`config.mk`:
```
export PLATFORM = sky130hd
export DESIGN_NAME = alu_op_sequencer
export DESIGN_NICKNAME = d
export VERILOG_FILES = /design/src/rtl/alu_op_sequencer.sv
export SDC_FILE = /design/constraint.sdc
export NUM_CORES = 1
export LEC_CHECK = 0
export CAP_MARGIN = 20
export CELL_PAD_IN_SITES_DETAIL_PLACEMENT = 1
export CELL_PAD_IN_SITES_GLOBAL_PLACEMENT = 1
export CORE_MARGIN = 2
export CORE_UTILIZATION = 33
export DETAILED_ROUTE_END_ITERATION = 6
export PLACE_DENSITY_LB_ADDON = 0.1
export SYNTH_ARGS = -nofsm -noshare
export SYNTH_HDL_FRONTEND = slang
export SYNTH_SLANG_ARGS = --single-unit
```
`constraint.sdc`:
```
create_clock -name clk -period 5.9 [get_ports clk]
set_clock_uncertainty 0.05 [all_clocks]
set_input_delay 1.18 -clock clk [delete_from_list [all_inputs] [get_ports clk]]
set_output_delay 1.18 -clock clk [all_outputs]
set_load 0.02 [all_outputs]
```
`src/rtl/alu_op_sequencer.sv`:
```
// alu_op_sequencer: command FIFO feeding a combinational 3-bit ALU, one op
// in flight, result captured into a registered valid/ready output slot.
//
// Ports:
//   clk, rst              clock (rising edge), synchronous active-high reset
//   in_data/valid/ready   packed command {sel,B,A} with valid/ready handshake
//   alu_a/alu_b/alu_sel   registered operands/opcode driven to the ALU
//   alu_result            combinational ALU result
//   out_result/out_sel    captured result and the opcode that produced it
//   out_valid/out_ready   output slot handshake
//   count                 FIFO occupancy 0..DEPTH
//   busy                  op in flight or commands queued
module alu_op_sequencer #(
    parameter int DEPTH = 4,
    parameter int A_W   = 3,
    parameter int B_W   = 3,
    parameter int SEL_W = 2,
    parameter int RES_W = 6,
    localparam int CW   = $clog2(DEPTH + 1),
    localparam int PW   = $clog2(DEPTH),
    localparam int DW   = SEL_W + B_W + A_W
) (
    input  logic             clk,
    input  logic             rst,
    input  logic [DW-1:0]    in_data,
    input  logic             in_valid,
    output logic             in_ready,
    output logic [A_W-1:0]   alu_a,
    output logic [B_W-1:0]   alu_b,
    output logic [SEL_W-1:0] alu_sel,
    input  logic [RES_W-1:0] alu_result,
    output logic [RES_W-1:0] out_result,
    output logic [SEL_W-1:0] out_sel,
    output logic             out_valid,
    input  logic             out_ready,
    output logic [CW-1:0]    count,
    output logic             busy
);

    typedef enum logic [1:0] {
        IDLE  = 2'd0,
        ISSUE = 2'd1,
        HOLD  = 2'd2
    } state_t;

    localparam logic [CW-1:0] FULL = CW'(DEPTH);

    state_t            state_q;
    logic [DW-1:0]     mem_q [DEPTH];
    logic [PW-1:0]     wr_ptr_q;
    logic [PW-1:0]     rd_ptr_q;
    logic [CW-1:0]     count_q;
    logic [A_W-1:0]    alu_a_q;
    logic [B_W-1:0]    alu_b_q;
    logic [SEL_W-1:0]  alu_sel_q;
    logic [RES_W-1:0]  out_result_q;
    logic [SEL_W-1:0]  out_sel_q;
    logic              out_valid_q;

    logic push;
    logic pop;
    logic not_empty;

    assign not_empty = (count_q != '0);

    // Full blocks pushes even when a pop happens on the same edge.
    assign in_ready = (count_q != FULL) & ~rst;
    assign push     = in_valid & in_ready;

    // Head is taken from IDLE, or from HOLD once the consumer frees the slot.
    assign pop = not_empty &
                 ((state_q == IDLE) | ((state_q == HOLD) & out_ready));

    // Storage needs no reset: pointers and count define what is valid.
    always_ff @(posedge clk) begin
        if (push) begin
            mem_q[wr_ptr_q] <= in_data;
        end
    end

    always_ff @(posedge clk) begin
        if (rst) begin
            state_q      <= IDLE;
            wr_ptr_q     <= '0;
            rd_ptr_q     <= '0;
            count_q      <= '0;
            alu_a_q      <= '0;
            alu_b_q      <= '0;
            alu_sel_q    <= '0;
            out_result_q <= '0;
            out_sel_q    <= '0;
            out_valid_q  <= 1'b0;
        end else begin
            if (push) begin
                wr_ptr_q <= wr_ptr_q + PW'(1);
            end
            if (pop) begin
                {alu_sel_q, alu_b_q, alu_a_q} <= mem_q[rd_ptr_q];
                rd_ptr_q <= rd_ptr_q + PW'(1);
            end
            unique case ({push, pop})
                2'b10:   count_q <= count_q + CW'(1);
                2'b01:   count_q <= count_q - CW'(1);
                default: count_q <= count_q;
            endcase
            unique case (state_q)
                IDLE: begin
                    if (not_empty) begin
                        state_q <= ISSUE;
                    end
                end
                ISSUE: begin
                    out_result_q <= alu_result;
                    out_sel_q    <= alu_sel_q;
                    out_valid_q  <= 1'b1;
                    state_q      <= HOLD;
                end
                HOLD: begin
                    if (out_ready) begin
                        out_valid_q <= 1'b0;
                        state_q     <= not_empty ? ISSUE : IDLE;
                    end
                end
                default: state_q <= IDLE;
            endcase
        end
    end

    assign alu_a      = alu_a_q;
    assign alu_b      = alu_b_q;
    assign alu_sel    = alu_sel_q;
    assign out_result = out_result_q;
    assign out_sel    = out_sel_q;
    assign out_valid  = out_valid_q;
    assign count      = count_q;
    assign busy       = (state_q != IDLE) | not_empty;

endmodule

```
; ---- Word level (Yosys, flattened, before mapping)
; Memory sizes are Yosys's and may differ from the RTL's. A register that Yosys moved wholly into a read port is not among the register bits.
; Cells that the tools add are included.
[classes]
add_sub_neg = 4
n_eq_ne = 7
muxes = 9
bitwise_logic = 7
n_reduce_logical = 7
[ops]
columns = cell, n
row1 = 2-bit one-hot mux with 3 select lines, 1
row2 = 3-bit one-hot mux with 2 select lines, 1
row3 = 2-bit nonzero test, 3
row4 = 2-bit by 1-bit adder with 2-bit output (second input constant), 2
row5 = 1-bit AND, 4
row6 = 2-bit by 1-bit == test with 1-bit output (second input constant), 2
row7 = 2-bit == test (second input constant), 2
row8 = 1-bit two-way mux, 4
row9 = 2-bit two-way mux, 2
row10 = 2-bit != test (second input constant), 2
row11 = 2-bit AND reduction, 2
row12 = 3-bit by 1-bit adder with 3-bit output (second input constant), 1
row13 = 3-bit != test (second input constant), 1
row14 = 3-bit nonzero test, 1
row15 = 3-bit by 1-bit subtractor with 3-bit output (second input constant), 1
row16 = 2-bit logical NOT, 1
row17 = 1-bit OR, 2
row18 = 1-bit one-hot mux with 2 select lines, 1
row19 = 1-bit inverter, 1
[totals]
register_bits = 18
mem_bits_rw = 32
output_inout_bits = 22
elab_cells = 42
memories = 1
[mem_list]
columns = memory, depth, word_bits, read_ports, rd_clocked_by_memory_dff, wr, line
row1 = mem_q, 4, 8, 1, 1, 1, 49  ; logic [DW-1:0] mem_q [DEPTH];

; ---- Depth between registers and ports, before layout
; Gate-level depths: netlist of the first run.
[logic_depth]
depth_word = 6
mapped_depth = 8
depth_no_buf = 8

; ---- Least setup slack after synthesis of the first run
; No wires, ideal clock.
[synth_timing]
kind = input to output
from = input port rst
to = output port in_ready
arrival_time_ps = 1827
required_time_ps = 4670
path_slack_ps = 2843
cell_stages = 3
path_cell_list = buf_4 -> clkbuf_1 -> nor2_1
[synth_via]
elab_chain_len = 2
[synth_lines]
columns = element, line
row1 = from (decl), 24  ; input logic rst,
row2 = 1-bit inverter, 67  ; assign in_ready = (count_q != FULL) & ~rst;
row3 = 1-bit AND, 67
row4 = to (decl), 27  ; output logic in_ready,
; No other way between the ends.

; ---- Final worst setup path of the first run
; Same ends and word-level chain as after synthesis.

==> qor.txt, run 1 <==
run status - completed
Synth Instances - 162
CP delay by family, top - buffers and inverters
CTS tree - built
CP most frequent cell - clkdlybuf4s50_1
dpl hpwl - 3.33 mm
WP buf/inv - 2
global-route wire length before repair - 7.52 mm
multi-input logic area - 753 um^2
CTS buffer count - 9
number of fill cells - 697
beginning of the critical path - rst
Worst-path clk slew - 0.06 ns
register bit count reported by yosys - 58
I/O Buffers - 39
final core utilization - 43.2%
# DRC - 0
Req. time, crit path - 4.67 ns
R2R depth - 8
Vias per Instance - 4.75
Crit-path slowest cell - clkdlybuf4s50_1
WHS - 0.407 ns
RSZ-0062 raised after global routing - false
post-synthesis sequential area ratio - 64.5%
detailed-route via count - 1,372
Stages on worst setup path - 3
Final Hold Vio Count - 0
Inserted Diodes - 0
pwr dens - 463 nW/um^2
die span in x - 87.4 um
hold buffer count at cts - 0
# setup viols final - 0
All-Layer GR Usage - 13.9%
Final Critical Period - 4.15 ns
Core Area - 6760 um^2
number of setup buffers added after CTS - 0
buffers from clock root to sink, at most - 2
Crit. End Element - output pin
Leakage - 0.982 nW
DR iter-0 viols - 58
initial antenna violation count - 0
post-layout power - 1.35 mW
FF+latch area - 1480 um^2
async set-or-reset flop fraction in the synthesized netlist - 0%
nets@finish - 229
dpl cells - 274
crit path DAT - 2.92 ns
largest net degree at the start of global routing - 22
die area - 7640 um^2
clk sink count - 58
proportion of layout cells with a drive suffix above 1 - 14.8%
Rel. slew slack - 43.3%
worst path cell trace - clkdlybuf4s50_1, nor2_1, clkdlybuf4s50_1
# IOs - 40
number of flops mapped to enable cells by yosys - 32
Setup CP Type - primary input to output pin
CP Launch Type - primary input
worst hold path depth - 2
worst-skew pair later-pin latency - 0.33 ns
root buf cell - clkbuf_8
ANT nets after route - 0
post-detailed-route wirelength per cell - 16.0 um
placer congestion estimate - 0.695
Synthesis Warnings - 0
# resized after CTS - 0
syn_area_per_cell - 14.2 um^2
vias in the first global route - 1,523
Starting Density - 34.0%
TNS Setup - 0 ns
Site Rows - 30
fin. max-slew vios - 0
IR drop worst, VDD - 154 uV
area grow syn2layout - 27.1%
total grt overflow - 0
Max FO, Critical Path - 21
Critical R2R Launch - count[0]$_SDFFE_PP0P_
Synth Cell Area - 2300 um^2
H-tree levels - 3
max-cap violations - 0
Layout Cells excl Fill - 289
final worst-path cycle share - 70.4%
Main synth FF type - edfxtp_1
total iterations of the first detailed-routing run - 4
Synth cell types - 36
Die Y-Extent - 87.4 um
HP Class - flip-flop to flip-flop
Worst-Margin Slew - 0.848 ns
crit-path max cell delay - 0.84 ns
Detailed Route WL - 4.63 mm
Max Clk Rate - 0.241 GHz
critical hold path startpoint - out_sel[0]$_SDFFE_PP0P_
Post-Syn Nets - 186
[tightest hold or removal path, stage by stage, from the launching register on]
cell and delay (ns):
dfxtp_1 0.31, nand2_1 0.05, a21oi_1 0.05
[cell usage in the layout (no fill, tap or decap), types with 2 or more instances in the layout]
cell,instances
a21oi_1,11
clkinv_1,2
edfxtp_1,32
nor2_1,7
ha_1,5
clkdlybuf4s50_1,39
nand2_1,26
nor2b_1,2
and2_2,4
dfxtp_1,26
mux4_2,8
clkbuf_8,9
mux2_2,2
o2bb2ai_1,8
clkbuf_1,2
clkinv_2,2
inv_1,4
mux2i_1,2
[synth_stat cells, drive strengths merged (2+ instances only)]
library cell | n | area (um^2)
edfxtp | 32 | 961
dfxtp | 26 | 521
nand2 | 26 | 97.6
a21oi | 11 | 55.1
mux4 | 8 | 180
o2bb2ai | 8 | 70.1
nor2 | 7 | 26.3
ha | 5 | 62.6
and2 | 4 | 30.0
buf | 4 | 21.3
inv | 4 | 15.0
clkbuf | 3 | 21.3
mux2 | 2 | 22.5
mux2i | 2 | 20.0
nor2b | 2 | 12.5
nor3 | 2 | 26.3
nor3b | 2 | 20.0
[sequential cells by signal, indices dropped and copies added (netlist names)]
name        count
rd_ptr_q        2
wr_ptr_q        2
out_valid       1
alu_a           3
state_q         2
out_result      6
count           3
alu_b           3
alu_sel         2
mem_q          32
out_sel         2
[worst paths after layout]
| check | end | slack, ns |
|---|---|---|
| max | in_ready | 1.75 |
| max reg2reg | count[2]$_SDFFE_PP0P_ | 3.36 |
| min | out_sel[0]$_SDFFE_PP0P_ | 0.41 |
| min reg2reg | out_sel[0]$_SDFFE_PP0P_ | 0.41 |
[metal layers]
metal / vias to the layer above / wire (um) / global-route usage (%)
li1: 675 / - / -
met4: 0 / 97 / 7.97
met2: 20 / 2450 / 23.1
met1: 668 / 1960 / 16.2
met5: - / 0 / 0
met3: 9 / 129 / 3.41
[stage by stage]
step	worst slack (ns)	area [um^2]
floorplan	2.84	2300
global placement	1.78	2740
detailed placement	1.70	2740
CTS	1.71	2920
global route	1.61	2920
finish	1.75	2920
[power breakdown]
part / internal [mW] / switching [mW] / total, mW
logic: 0.216 / 0.231 / 0.447
clock network: 0.190 / 0.142 / 0.332
registers: 0.500 / 0.0719 / 0.572
[cell type report]
class / instances / share of cell area, %
clock inverter: 4 / 1.50
multi-input combinational: 92 / 25.8
timing repair buffer: 39 / 13.4
tap: 80 / 3.43
inverter: 5 / 0.643
clock buffer: 11 / 4.50
sequential: 58 / 50.8
[kinds of logic (layout without fill, tap and decap cells)]
group,count (synthesis),after routing,synth area share (%)
flops,58,58,64.5
simple gates,50,50,12.4
compound gates,22,22,6.38
mux,12,12,9.70
buf+inv,12,59,2.67
fa+ha+maj,6,6,3.60
xor+xnor,2,2,0.763
Power figures use the tool's default switching activity.
==> run 2: changes to the inputs <==
==> constraint.sdc (replaced) <==
create_clock -name clk -period 3.7 [get_ports clk]
set_clock_uncertainty 0.05 [all_clocks]
set_input_delay 0.74 -clock clk [delete_from_list [all_inputs] [get_ports clk]]
set_output_delay 0.74 -clock clk [all_outputs]
set_load 0.02 [all_outputs]
==> run 2 against run 1 <==
Sequential cell count did not move. Utilization shrank 0.056 points. Die area did not move. Sequential share of layout area increased by 0.065 points. Register-to-register slack lost 2.1 ns. Design area fell by 0.13%. Critical path depth rose by 1. Non-clock buffer count rose by 3. Clock power grew 41%. Critical endpoint unchanged.
==> qor.txt, run 2 (same netlist as run 1, synthesis figures left out) <==
max-cap violations - 0
CP Launch Type - primary input
total grt overflow - 0
commonest cells after routing, fill and taps aside - clkdlybuf4s50_1 (39), edfxtp_1 (32), nand2_1 (26), dfxtp_1 (26), a21oi_1 (11)
global-route wire length before repair - 7.65 mm
Max FO, Critical Path - 20
Critical R2R Launch - count[0]$_SDFFE_PP0P_
crit path DAT - 2.13 ns
Final Hold Vio Count - 0
detailed-route via count - 1,410
ANT nets after route - 0
Req. time, crit path - 2.91 ns
initial antenna violation count - 0
Biggest register - mem_q
max reg flops - 32
Layout Cells excl Fill - 291
Worst-path clk slew - 0.06 ns
number of setup buffers added after CTS - 0
Vias per Instance - 4.85
worst-skew pair later-pin latency - 0.33 ns
post-detailed-route wirelength per cell - 16.5 um
critical hold path startpoint - out_result[1]$_SDFFE_PP0P_
Site Rows - 30
DR iter-0 viols - 81
FF+latch area - 1480 um^2
dpl cells - 277
buffers from clock root to sink, at most - 2
Starting Density - 34.0%
# IOs - 40
dpl cell area - 2770 um^2
CTS tree - built
die area - 7640 um^2
Detailed Route WL - 4.80 mm
# DRC - 0
CTS buffer count - 9
vias in the first global route - 1,561
# resized after CTS - 0
clk sink count - 58
placer congestion estimate - 0.744
beginning of the critical path - rst
Worst-Margin Slew - 0.658 ns
run status - completed
number of fill cells - 694
multi-input logic area - 753 um^2
dpl hpwl - 3.41 mm
Die Y-Extent - 87.4 um
final core utilization - 43.1%
Setup CP Type - primary input to output pin
# setup viols final - 0
hold buffer count at cts - 0
Core Area - 6760 um^2
total iterations of the first detailed-routing run - 2
largest net degree at the start of global routing - 21
H-tree levels - 3
area grow syn2layout - 27.0%
most common cell after layout, fill and taps aside - clkdlybuf4s50_1
Crit. End Element - output pin
TNS Setup - 0 ns
RSZ-0062 raised after global routing - false
fin. max-slew vios - 0
die span in x - 87.4 um
I/O Buffers - 39
final worst-path cycle share - 79.0%
Max Clk Rate - 0.342 GHz
Inserted Diodes - 0
IR drop worst, VDD - 230 uV
All-Layer GR Usage - 14.0%
Leakage - 0.981 nW
pwr dens - 726 nW/um^2
HP Class - flip-flop to flip-flop
root buf cell - clkbuf_8
proportion of layout cells with a drive suffix above 1 - 16.1%
Final Critical Period - 2.92 ns
Rel. slew slack - 56.1%
post-route cell area - 2920 um^2
nets@finish - 232
run 2: area by class of cell:
class	instances	share of cell area, %
clock buffers	10	4.38
clock inverters	4	0.730
inverters	5	0.644
multi-input cells	92	25.8
flip-flops and latches	58	50.8
well taps	80	3.43
repair buffers	42	14.2
run 2: worst max-delay path: stages:
cell             delay [ns]
clkdlybuf4s50_1        0.44
buf_4                  0.23
nor2_1                 0.12
clkdlybuf4s50_1        0.61
run 2: power by group:
group          switching, mW  total (mW)  internal, mW
sequential             0.118       0.915         0.798
combinational          0.377       0.736         0.359
clock                  0.236       0.467         0.230
total                  0.731        2.12          1.39
run 2: metal layers:
metal,routed length (um),vias to the layer above,track usage (%)
li1,-,682,-
met1,2060,698,15.7
met2,2500,22,23.8
met3,162,8,4.55
met4,74,0,6.71
met5,0,-,0
run 2: worst paths after layout:
| check | to | slack [ns] | cells after the start |
|---|---|---|---|
| setup / recovery | in_ready | 0.78 | 4 |
| hold / removal | out_result[1]$_SDFFE_PP0P_ | 0.41 | 2 |
| setup reg to reg | count[2]$_SDFFE_PP0P_ | 1.28 | 8 |
| hold reg to reg | out_result[1]$_SDFFE_PP0P_ | 0.41 | 2 |
run 2: through the flow:
| stage | power (mW) | hold WS, ns | setup slack (ns) |
|---|---|---|---|
| 6_report | 2.12 | 0.413 | 0.776 |
| 5_1_grt | 2.26 | 0.429 | 0.709 |
| 4_1_cts | 2.15 | 0.416 | 0.766 |
| 3_5_place_dp | 1.68 | 0.405 | 0.554 |
| 3_3_place_gp | 1.63 | 0.395 | 0.678 |
| 2_1_floorplan | 1.37 | 0.425 | 1.27 |
